`src/rtl/pipe_add_sub.sv`:
```
// pipe_add_sub
// Pipelined two's-complement adder/subtractor with a valid/ready stream
// handshake. The WIDTH-bit carry chain is cut into STAGES slices of
// SLICE = WIDTH/STAGES bits, with a register after each slice, so the longest
// combinational carry path is SLICE bits and throughput is one beat per clock.
//
// Ports
//   clk        : clock, all state updates on the rising edge
//   rst        : synchronous, active-high reset (priority over the pipeline enable)
//   in_valid   : operand beat offered
//   in_ready   : block accepts the beat this cycle
//   in_a, in_b : operands (WIDTH bits)
//   in_sub     : 0 = A + B + ci, 1 = A - B - ci
//   in_ci      : carry-in (add) / borrow-in (subtract)
//   out_valid  : result beat available
//   out_ready  : consumer takes the result this cycle
//   out_s      : result (WIDTH bits)
//   out_co     : carry-out (add) / NOT borrow (subtract)
//   out_ov     : signed overflow
//
// Handshake: a beat moves across an interface on a rising edge where both
// valid and ready are high. valid never depends on ready. The whole pipeline
// advances together when en = out_ready || !out_valid; in_ready is exactly en,
// so it follows out_ready combinationally. Bubbles advance with the pipeline
// and are never compressed. While en = 0 every stage register holds.
//
// Stage k (0 = LSB slice) registers: its valid bit, the carry out of slice k,
// the result bits computed so far ([0 +: (k+1)*SLICE]) and, except for the last
// stage, the operand bits not yet consumed. The last stage also registers the
// signed-overflow flag, derived from the top slice only.
module pipe_add_sub #(
  parameter int WIDTH  = 32,
  parameter int STAGES = 4
) (
  input  logic             clk,
  input  logic             rst,
  input  logic             in_valid,
  output logic             in_ready,
  input  logic [WIDTH-1:0] in_a,
  input  logic [WIDTH-1:0] in_b,
  input  logic             in_sub,
  input  logic             in_ci,
  output logic             out_valid,
  input  logic             out_ready,
  output logic [WIDTH-1:0] out_s,
  output logic             out_co,
  output logic             out_ov
);

  localparam int SLICE = WIDTH / STAGES;

  logic             en;
  logic [WIDTH-1:0] b_eff;
  logic             carry0;

  assign en       = out_ready || !out_valid;
  assign in_ready = en;

  // Subtraction is A + ~B + ~ci: the inverted borrow-in doubles as the +1 of
  // the two's complement of B, so carry-out = 1 means "no borrow".
  assign b_eff  = in_sub ? ~in_b : in_b;
  assign carry0 = in_sub ? ~in_ci : in_ci;

  for (genvar k = 0; k < STAGES; k++) begin : g_stage
    localparam int LO  = k * SLICE;       // first result bit produced here
    localparam int REM = WIDTH - LO;      // operand bits still to be consumed

    logic [REM-1:0]      a_op;
    logic [REM-1:0]      b_op;
    logic                c_in;
    logic                v_in;
    logic [SLICE:0]      sum;
    logic [LO+SLICE-1:0] s_d;
    logic [LO+SLICE-1:0] s_q;
    logic                v_q;
    logic                c_q;

    if (k == 0) begin : g_src
      assign a_op = in_a;
      assign b_op = b_eff;
      assign c_in = carry0;
      assign v_in = in_valid;
      assign s_d  = sum[SLICE-1:0];
    end else begin : g_src
      assign a_op = g_stage[k-1].g_fwd.a_q;
      assign b_op = g_stage[k-1].g_fwd.b_q;
      assign c_in = g_stage[k-1].c_q;
      assign v_in = g_stage[k-1].v_q;
      assign s_d  = {sum[SLICE-1:0], g_stage[k-1].s_q};
    end

    // The only combinational carry chain in the block: SLICE bits wide.
    assign sum = {1'b0, a_op[SLICE-1:0]} + {1'b0, b_op[SLICE-1:0]}
               + {{SLICE{1'b0}}, c_in};

    always_ff @(posedge clk) begin
      if (rst) begin
        v_q <= 1'b0;
        c_q <= 1'b0;
        s_q <= '0;
      end else if (en) begin
        v_q <= v_in;
        c_q <= sum[SLICE];
        s_q <= s_d;
      end
    end

    if (k < STAGES - 1) begin : g_fwd
      // Upper operand slices ride along with the beat until their slice runs.
      logic [REM-SLICE-1:0] a_q;
      logic [REM-SLICE-1:0] b_q;

      always_ff @(posedge clk) begin
        if (rst) begin
          a_q <= '0;
          b_q <= '0;
        end else if (en) begin
          a_q <= a_op[REM-1:SLICE];
          b_q <= b_op[REM-1:SLICE];
        end
      end
    end else begin : g_last
      // Overflow when both effective operands share a sign and the result
      // sign differs; only the top slice carries the sign bits.
      logic ov_d;
      logic ov_q;

      assign ov_d = (a_op[SLICE-1] == b_op[SLICE-1])
                 && (sum[SLICE-1] != a_op[SLICE-1]);

      always_ff @(posedge clk) begin
        if (rst) begin
          ov_q <= 1'b0;
        end else if (en) begin
          ov_q <= ov_d;
        end
      end
    end
  end

  assign out_valid = g_stage[STAGES-1].v_q;
  assign out_s     = g_stage[STAGES-1].s_q;
  assign out_co    = g_stage[STAGES-1].c_q;
  assign out_ov    = g_stage[STAGES-1].g_last.ov_q;

endmodule

```
`config.mk`:
```
export PLATFORM = sky130hd
export DESIGN_NAME = pipe_add_sub
export DESIGN_NICKNAME = d
export VERILOG_FILES = /design/src/rtl/pipe_add_sub.sv
export SDC_FILE = /design/constraint.sdc
export NUM_CORES = 1
export LEC_CHECK = 0
export ABC_AREA = 1
export ABC_CLOCK_PERIOD_IN_PS = 3300
export CAP_MARGIN = 20
export CORE_MARGIN = 3
export CORE_UTILIZATION = 55
export DETAILED_ROUTE_END_ITERATION = 6
export GPL_ROUTABILITY_DRIVEN = 0
export GPL_TIMING_DRIVEN = 0
export PLACE_DENSITY_LB_ADDON = 0.08
export SETUP_SLACK_MARGIN = 0.15
export SLEW_MARGIN = 30
export SYNTH_ARGS = -nofsm -noshare
export SYNTH_HDL_FRONTEND = slang
export SYNTH_SLANG_ARGS = --single-unit
```
`constraint.sdc`:
```
create_clock -name clk -period 3.3 [get_ports clk]
set_input_delay 0.99 -clock clk [delete_from_list [all_inputs] [get_ports clk]]
set_output_delay 0.99 -clock clk [all_outputs]
set_load 0.01 [all_outputs]
```
Word level (Yosys, flattened, before mapping)

Index checks and enable logic that the tools add are counted.

Output and inout port bits: 36
Register bits: 185
Input port bits: 70

Eq/ne operators: 2
Reductions and logical operators: 3
Bitwise gates (word level): 2
$add $sub $neg: 8
Mux-type cells: 2

Operators with widths:

| cell              | number |
|---|---|
| $add 8x8->9       | 4 |
| $add 9x1->9       | 4 |
| $mux 32           | 1 |
| $not 32->32       | 1 |
| $eq 1x1->1        | 1 |
| $logic_and 1x1->1 | 1 |
| $logic_not 1->1   | 1 |
| $logic_or 1x1->1  | 1 |
| $mux 1            | 1 |
| $ne 1x1->1        | 1 |
| $not 1->1         | 1 |

Depth between registers and ports, before layout

Gate-level depths: netlist (run 1).

Depth after elaboration: 4
Mapped depth: 13
Depth with buffers taken out: 11

Worst setup path after synthesis (run 1)

No wires, ideal clock.

Kind: input to register
Start point: input port in_sub
End point: register g_stage[0].s_q[4]
Arrival: 2.603 ns
Stages on the path: 12
Path slack: 0.583 ns
Data required time: 3.186 ns
Path through: buf_2 -> buf_4 -> xor2_1 -> fa_1 -> inv_1 -> fa_1 -> inv_1 -> nand3_1 -> nand2_1 -> xor2_1 -> o21bai_1 -> inv_1

Longest elaborated chain between the ends: 3
Elaborated cells between the ends (all ways): 4
Classes of those cells: add/sub (2); mux (2)

Ends and longest elaborated chain:

| item                   | line | text |
|---|---|---|
| start: declaration     | 41   | `input logic in_sub,` |
| $mux 32                | 61   | `assign b_eff = in_sub ? ~in_b : in_b;` |
| $add 8x8->9            | 93   | `assign sum = {1'b0, a_op[SLICE-1:0]} + {1'b0, b_op[SLICE-1:0]}` |
| $add 9x1->9 *          | 94   | `+ {{SLICE{1'b0}}, c_in};` |
| end signal: assignment | 100  | `s_q <= '0;` |
| end signal: assignment | 104  | `s_q <= s_d;` |
| end: declaration       | 74   | `logic [LO+SLICE-1:0] s_q;` |

Mark *: on every way between the ends. The rest lies on a longest branch, timed or not.
A chain may end at the register's enable or synchronous reset.

Worst setup path in the final report (run 1)

Start point: input port out_ready
End point: output port in_ready

Longest elaborated chain between the ends: 1

Ends and longest elaborated chain:

| item               | line | text |
|---|---|---|
| start: declaration | 44   | `input logic out_ready,` |
| $logic_or 1x1->1   | 56   | `assign en = out_ready \|\| !out_valid;` |
| end: declaration   | 38   | `output logic in_ready,` |

No other way between the ends.

==> flow_metrics.tcl, run 1 <==
set metrics [dict create \
    setup_violations 0 \
    nets 1264 \
    cts_buffers 17 \
    clkPwrFrac_pct 38.3 \
    peakVddDrop_mv 0.415 \
    fin_crit_ps 2980 \
    wl_mm 19.7 \
    crit_path_max_incr_delay_ps 250 \
    synthCells 1034 \
    start_util_pct 57.2 \
    slew_viol_final 0 \
    synth.area.mux_share_pct 0 \
    layout-drive-gt1-share_pct 6.92 \
    dp_cells 1318 \
    yosysWarnings 0 \
    num-fill-cells 1207 \
    syn_area_per_cell_um2 7.80 \
    antenna_found_initial 0 \
    core.rowCount 43 \
    cts-root-buf "clkbuf_16" \
    synth_top_area_cell "dfxtp_1" \
    total_power_mw 5.22 \
    grt_pass1_vias 6616 \
    slowest_stage "dlygate4sd2_1" \
    post_drt_via_cell_ratio 5.23 \
    max_freq_mhz 336 \
    criticalPathCategory "in -> out" \
    firstDrtPassIters 5 \
    synth_area_leaders "dfxtp_1, nor2_1, o21ai_0" \
    pre_cts_slack_ps -282 \
    worst_pin_slew_ps 590 \
    pin_count 106 \
    htreeDepth 4 \
    swShare_pct 25.1 \
    clk_latency_ps 430 \
    p_seq_share_pct 48.4 \
    core-area_um2 14100 \
    clock_sinks 185 \
    fin_crit_sh_pct 90.2 \
    fp.dieH_um 127 \
    synth_top_cell_area_share_pct 45.9 \
    cp_max_fo 10 \
    drtAntennaViolNets 0 \
    port_buffers 104 \
    synth_compound_area_share_pct 16.4 \
    status "complete, no violations" \
    synthToLayoutAreaGrowth_pct 23.0 \
    end_kind "output port" \
    hold_viol 0 \
    cts_tree "done" \
    routedWlPerCell_um 14.6 \
    synthAdderAreaFrac_pct 6.33 \
    via_count 7054 \
    rrSetupSlack_ps 1390 \
    cp.required_ps 2310 \
    synth-seq-cells 185 \
    dieArea_um2 16200 \
    switchingPower_mw 1.31 \
    diodes 0 \
    synthXorXnorAreaFrac_pct 4.45 \
    leakage_nw 4.77 \
    final.setup.worst_slack_ps 324 \
    crit_buf_inv 5 \
    synth_top_family_by_area "simple AND/OR/NAND/NOR gates" \
    critical-path-top-delay-family "buffers and inverters" \
    intPower_mw 3.91 \
    yosys.area_share.simple_pct 19.2 \
    maxCapViolCount 0 \
    grt_start_max_net_pins 17 \
    drt_iter0_drc 487 \
    power_frac_comb_pct 13.3 \
    ctsHoldBuffers 0 \
    fp.dieW_um 127 \
    finClkSkew_ps 4.95 \
    fin_cells 1350 \
    path_common_cell "buf_6" \
    synth_nets 1140 \
    max_slew_margin_pct 60.6 \
    dpl.hpwl_mm 14.5 \
    clkTransAtPathRegs_ps 60 \
    timing.setup.tns_ps 0 \
    cp.arrival_ps 1990 \
    grt_overflow 0 \
    rsz0062_at_grt "false" \
    max-clock-path-buffers 2 \
    hp-class "reg -> reg" \
    ys_seq_area_share_pct 45.9 \
    grt_use_total_pct 25.2 \
    crit_path_start_kind "input port" \
    drcViolationCount 0 \
    path_cells "dlygate4sd2_1 > nor2_4 > inv_4 > buf_6 > buf_6 > clkdlybuf4s15_2" \
    grt_pass1_wl_mm 32.5 \
    p_per_area_nw_per_um2 527 \
    synth_cell_types 29 \
    syn_area_um2 8060 \
]
worst min-delay path, cell delays in order, from the launching register on:
cell and delay, ps:
dfxtp_1 310, inv_1 40, a21oi_1 50
through the flow:
step / hold slack, ps / cell area [µm²] / utilization [%]
after detailed placement: 437 / 9330 / 66.2
final: 447 / 9920 / 70.4
after floorplan: 420 / 8060 / -
after CTS: 448 / 9920 / 70.4
after global routing: 483 / 9920 / 70.4
after global placement: 433 / 9330 / 66.2
per-layer routing:
layer  track usage, %  wire length, µm  part of all wire (%)  vias to the layer above
li1                 -                -                     -                     3615
met1             34.2             9420                    48                     3193
met2             41.5             8890                    45                      218
met3             4.22             1050                   5.3                       28
met4             7.32              310                   1.6                        0
met5                0                0                     0                        -
timing repair:
| action | in CTS | in global routing |
|---|---|---|
| buffers inserted | 1 | 0 |
| gates resized for setup | 6 | 0 |
| endpoints found under the setup margin | 1 | 0 |
layout make-up:
class / instances / area (µm²) / area share (%)
well taps: 180 / 225 / 2.27
repair buffers: 105 / 1050 / 10.6
inverters: 70 / 265 / 2.67
flip-flops and latches: 185 / 3700 / 37.3
clock inverters: 8 / 95.1 / 0.959
clock buffers: 23 / 478 / 4.82
plain buffers: 64 / 362 / 3.65
multi-input cells: 715 / 3740 / 37.7
sequential cells by signal, indices dropped and copies added, names as in the netlist:
register,cells
g_stage.c_q,3
g_stage.g_fwd.a_q,48
g_stage.g_fwd.b_q,48
g_stage.s_q,48
g_stage.v_q,3
out_co,1
out_ov,1
out_s,32
out_valid,1
kinds of logic (layout without fill, tap and decap cells):
group | Yosys count | after routing
buffers and inverters | 134 | 270
and+or+nand+nor | 382 | 382
DFF | 185 | 185
xor gates and xnor gates | 41 | 41
AOI/OAI and AO/OA | 256 | 256
adders and majority gates | 36 | 36
cells in the final DEF (no fill, tap or decap):
cell and n:
a211oi_1 4, a21oi_1 62, a21oi_2 1, a31oi_1 1, buf_2 28, buf_4 12
buf_6 6, bufinv_16 2, clkbuf_1 22, clkbuf_16 17, clkbuf_8 3, clkdlybuf4s15_2 1
clkdlybuf4s50_1 102, clkinv_2 4, clkinvlp_4 2, dfxtp_1 185, dlygate4sd2_1 1, fa_1 8
ha_1 28, inv_1 68, inv_2 1, inv_4 1, nand2_1 65, nand2_2 1
nand2b_1 4, nand3_1 43, nand3b_1 3, nand4_1 8, nor2_1 254, nor2_4 1
o211ai_2 1, o21ai_0 154, o21ai_1 25, o21bai_1 8, or2_0 3, xnor2_1 28
xor2_1 13
power by group through the flow:
stage / Combinational [mW] / Sequential [mW] / Clock [mW]
6_report: 0.696 / 2.53 / 2.00
5_1_grt: 0.790 / 2.54 / 2.11
4_1_cts: 0.696 / 2.52 / 2.01
3_5_place_dp: 0.689 / 2.57 / 0
3_3_place_gp: 0.673 / 2.56 / 0
2_1_floorplan: 0.424 / 2.54 / 0
cell usage after synthesis, drive strengths merged:
cell,count
xnor2,28
nand2,66
inv,70
nor2,255
clkbuf,19
nand2b,4
o21ai,179
a21oi,63
nand4,8
xor2,13
fa,8
nand3,43
o21bai,8
or2,3
buf,45
ha,28
dfxtp,185
o211ai,1
a211oi,4
a31oi,1
nand3b,3
worst paths after layout:
path	start	to	cells after the start
worst max-delay path	out_ready	in_ready	6
worst min-delay path	g_stage[0].g_fwd.b_q[22]$_SDFFE_PP0P_	g_stage[1].g_fwd.b_q[14]$_SDFFE_PP0P_	2
worst max register to register	g_stage[0].c_q$_SDFFE_PP0P_	g_stage[1].s_q[12]$_SDFFE_PP0P_	7
worst min register to register	g_stage[0].g_fwd.b_q[22]$_SDFFE_PP0P_	g_stage[1].g_fwd.b_q[14]$_SDFFE_PP0P_	2
Note: power is estimated with default switching activity, not from simulation.
==> run 2: changes to the inputs <==
Settings changed: ABC_CLOCK_PERIOD_IN_PS 3300 to default, PLACE_DENSITY from default to 0.8, PLACE_DENSITY_LB_ADDON 0.08 to default, SKIP_CTS_REPAIR_TIMING from default to 1.
==> run 2 against run 1 <==
Hold slack lost 1.1 ps; register-to-register slack lost 40 ps; core utilization grew 0.43 points; critical path depth is the same; sequential share of layout area shrank 0.23 points; critical endpoint unchanged; clock-buffer cell count is the same; maximum frequency shrank 4.4%; power grew 3.5%; wire length grew 1.7%; first-iteration DRC count grew 24%; clock power grew 9%; cell count is essentially flat.
==> flow_metrics.tcl, run 2 (synthesis gave the netlist of run 1 again) <==
set metrics [dict create \
    power_frac_comb_pct 13.0 \
    maxCapViolCount 0 \
    grt_pass1_vias 6533 \
    intPower_mw 4.06 \
    mostFrequentLayoutCell "nor2_1" \
    clock_sinks 185 \
    status "complete, no violations" \
    final_area_um2 9980 \
    criticalPathCategory "in -> out" \
    p_per_area_nw_per_um2 541 \
    synthToLayoutAreaGrowth_pct 23.7 \
    clkTransAtPathRegs_ps 60 \
    htreeDepth 4 \
    end_kind "output port" \
    drt_iter0_drc 605 \
    firstDrtPassIters 5 \
    core-area_um2 14100 \
    switchingPower_mw 1.34 \
    fin_crit_ps 3110 \
    cts_buffers 17 \
    slew_viol_final 0 \
    grt_use_total_pct 25.1 \
    via_count 7080 \
    port_buffers 104 \
    grt_pass1_wl_mm 32.4 \
    layout-drive-gt1-share_pct 7.26 \
    clkPwrFrac_pct 40.2 \
    fp.dieH_um 127 \
    setup_violations 0 \
    diodes 0 \
    critical-path-top-delay-family "buffers and inverters" \
    slowest_stage "clkdlybuf4s50_1" \
    drcViolationCount 0 \
    wl_mm 20.0 \
    max-clock-path-buffers 2 \
    clk_latency_ps 430 \
    leakage_nw 4.79 \
    grt_start_max_net_pins 17 \
    final.setup.worst_slack_ps 189 \
    crit_path_max_incr_delay_ps 440 \
    p_seq_share_pct 46.8 \
    cts-root-buf "clkbuf_16" \
    largestRegisters "g_stage.g_fwd.a_q x48, g_stage.g_fwd.b_q x48, g_stage.s_q x48" \
    antenna_found_initial 0 \
    routedWlPerCell_um 14.8 \
    num-fill-cells 1201 \
    place_area_um2 9330 \
    dieArea_um2 16200 \
    cts_tree "done" \
    pre_cts_slack_ps -277 \
    swShare_pct 24.8 \
    crit_path_start_kind "input port" \
    cp.arrival_ps 2120 \
    finClkSkew_ps 12.5 \
    start_util_pct 57.2 \
    nets 1264 \
    holdWs_ps 446 \
    fin_crit_sh_pct 94.3 \
    post_drt_via_cell_ratio 5.24 \
    regArea_um2 3700 \
    peakVddDrop_mv 0.418 \
    dpl.hpwl_mm 14.4 \
    rsz0062_at_grt "false" \
    pin_count 106 \
    worst_pin_slew_ps 629 \
    cp.required_ps 2310 \
    drtAntennaViolNets 0 \
    core.rowCount 43 \
    path_cells "clkdlybuf4s50_1 > nor2_4 > inv_4 > buf_6 > buf_4 > clkbuf_2" \
    final_cell_mix "nor2_1, dfxtp_1, o21ai_0" \
    grt_overflow 0 \
    max_freq_mhz 321 \
    utilization_pct 70.8 \
    multi_input_area_um2 3740 \
    hp-class "reg -> reg" \
    cp_max_fo 10 \
    max_slew_margin_pct 58.0 \
    hold_viol 0 \
    crit_buf_inv 5 \
    fp.dieW_um 127 \
]
-- run 2: cell types whose count changed in the layout (fill, tap and decap cells not counted), sizes merged --
cell,change
clkinvlp,+1
clkinv,-2
bufinv,+1
dlygate4sd2,-1
clkbuf,+1
inv,+1
clkdlybuf4s15,-1
clkdlybuf4s50,+1
-- run 2: layout make-up --
class | count | share of cell area, %
multi-input cells | 715 | 37.5
inverters | 70 | 2.66
flip-flops and latches | 185 | 37.1
clock buffers | 23 | 5.09
clock inverters | 9 | 1.35
well taps | 180 | 2.26
repair buffers | 105 | 10.5
plain buffers | 64 | 3.59
-- run 2: worst reg2reg max path: stages, from the launching register on --
cell	delay (ps)
dfxtp_1	340
fa_1	460
fa_1	450
nand3_1	130
a21oi_1	80
nand3b_1	250
nand3_1	110
inv_1	40
-- run 2: path summary, 6_finish.rpt --
kind | to | slack, ps | startpoint | depth (start not counted)
setup / recovery | in_ready | 190 | out_ready | 6
hold / removal | g_stage[1].g_fwd.b_q[14]$_SDFFE_PP0P_ | 450 | g_stage[0].g_fwd.b_q[22]$_SDFFE_PP0P_ | 2
setup reg to reg | g_stage[1].s_q[12]$_SDFFE_PP0P_ | 1350 | g_stage[0].c_q$_SDFFE_PP0P_ | 7
hold reg to reg | g_stage[1].g_fwd.b_q[14]$_SDFFE_PP0P_ | 450 | g_stage[0].g_fwd.b_q[22]$_SDFFE_PP0P_ | 2
-- run 2: power by group through the flow --
stage               logic (mW)  clock network (mW)  registers, mW
detailed placement       0.687                   0           2.57
finish                   0.702                2.17           2.53
CTS                      0.697                2.18           2.52
global placement         0.669                   0           2.57
floorplan                0.424                   0           2.54
global route             0.790                2.28           2.54
-- run 2: layer usage --
metal,vias up,track usage (%),wire length (µm)
met2,218,41.1,9430
li1,3614,-,-
met5,-,0,0
met4,0,8.64,381
met3,33,4.68,1180
met1,3215,33.6,9000
-- run 2: per-stage QoR --
step / power, mW / TNS, ps / cells
final: 5.40 / 0 / 1351
after global routing: 5.61 / 0 / 1351
after CTS: 5.40 / -279 / 1350
after detailed placement: 3.26 / -277 / 1318
after global placement: 3.24 / -268 / 1318
after floorplan: 2.97 / 0 / 1034
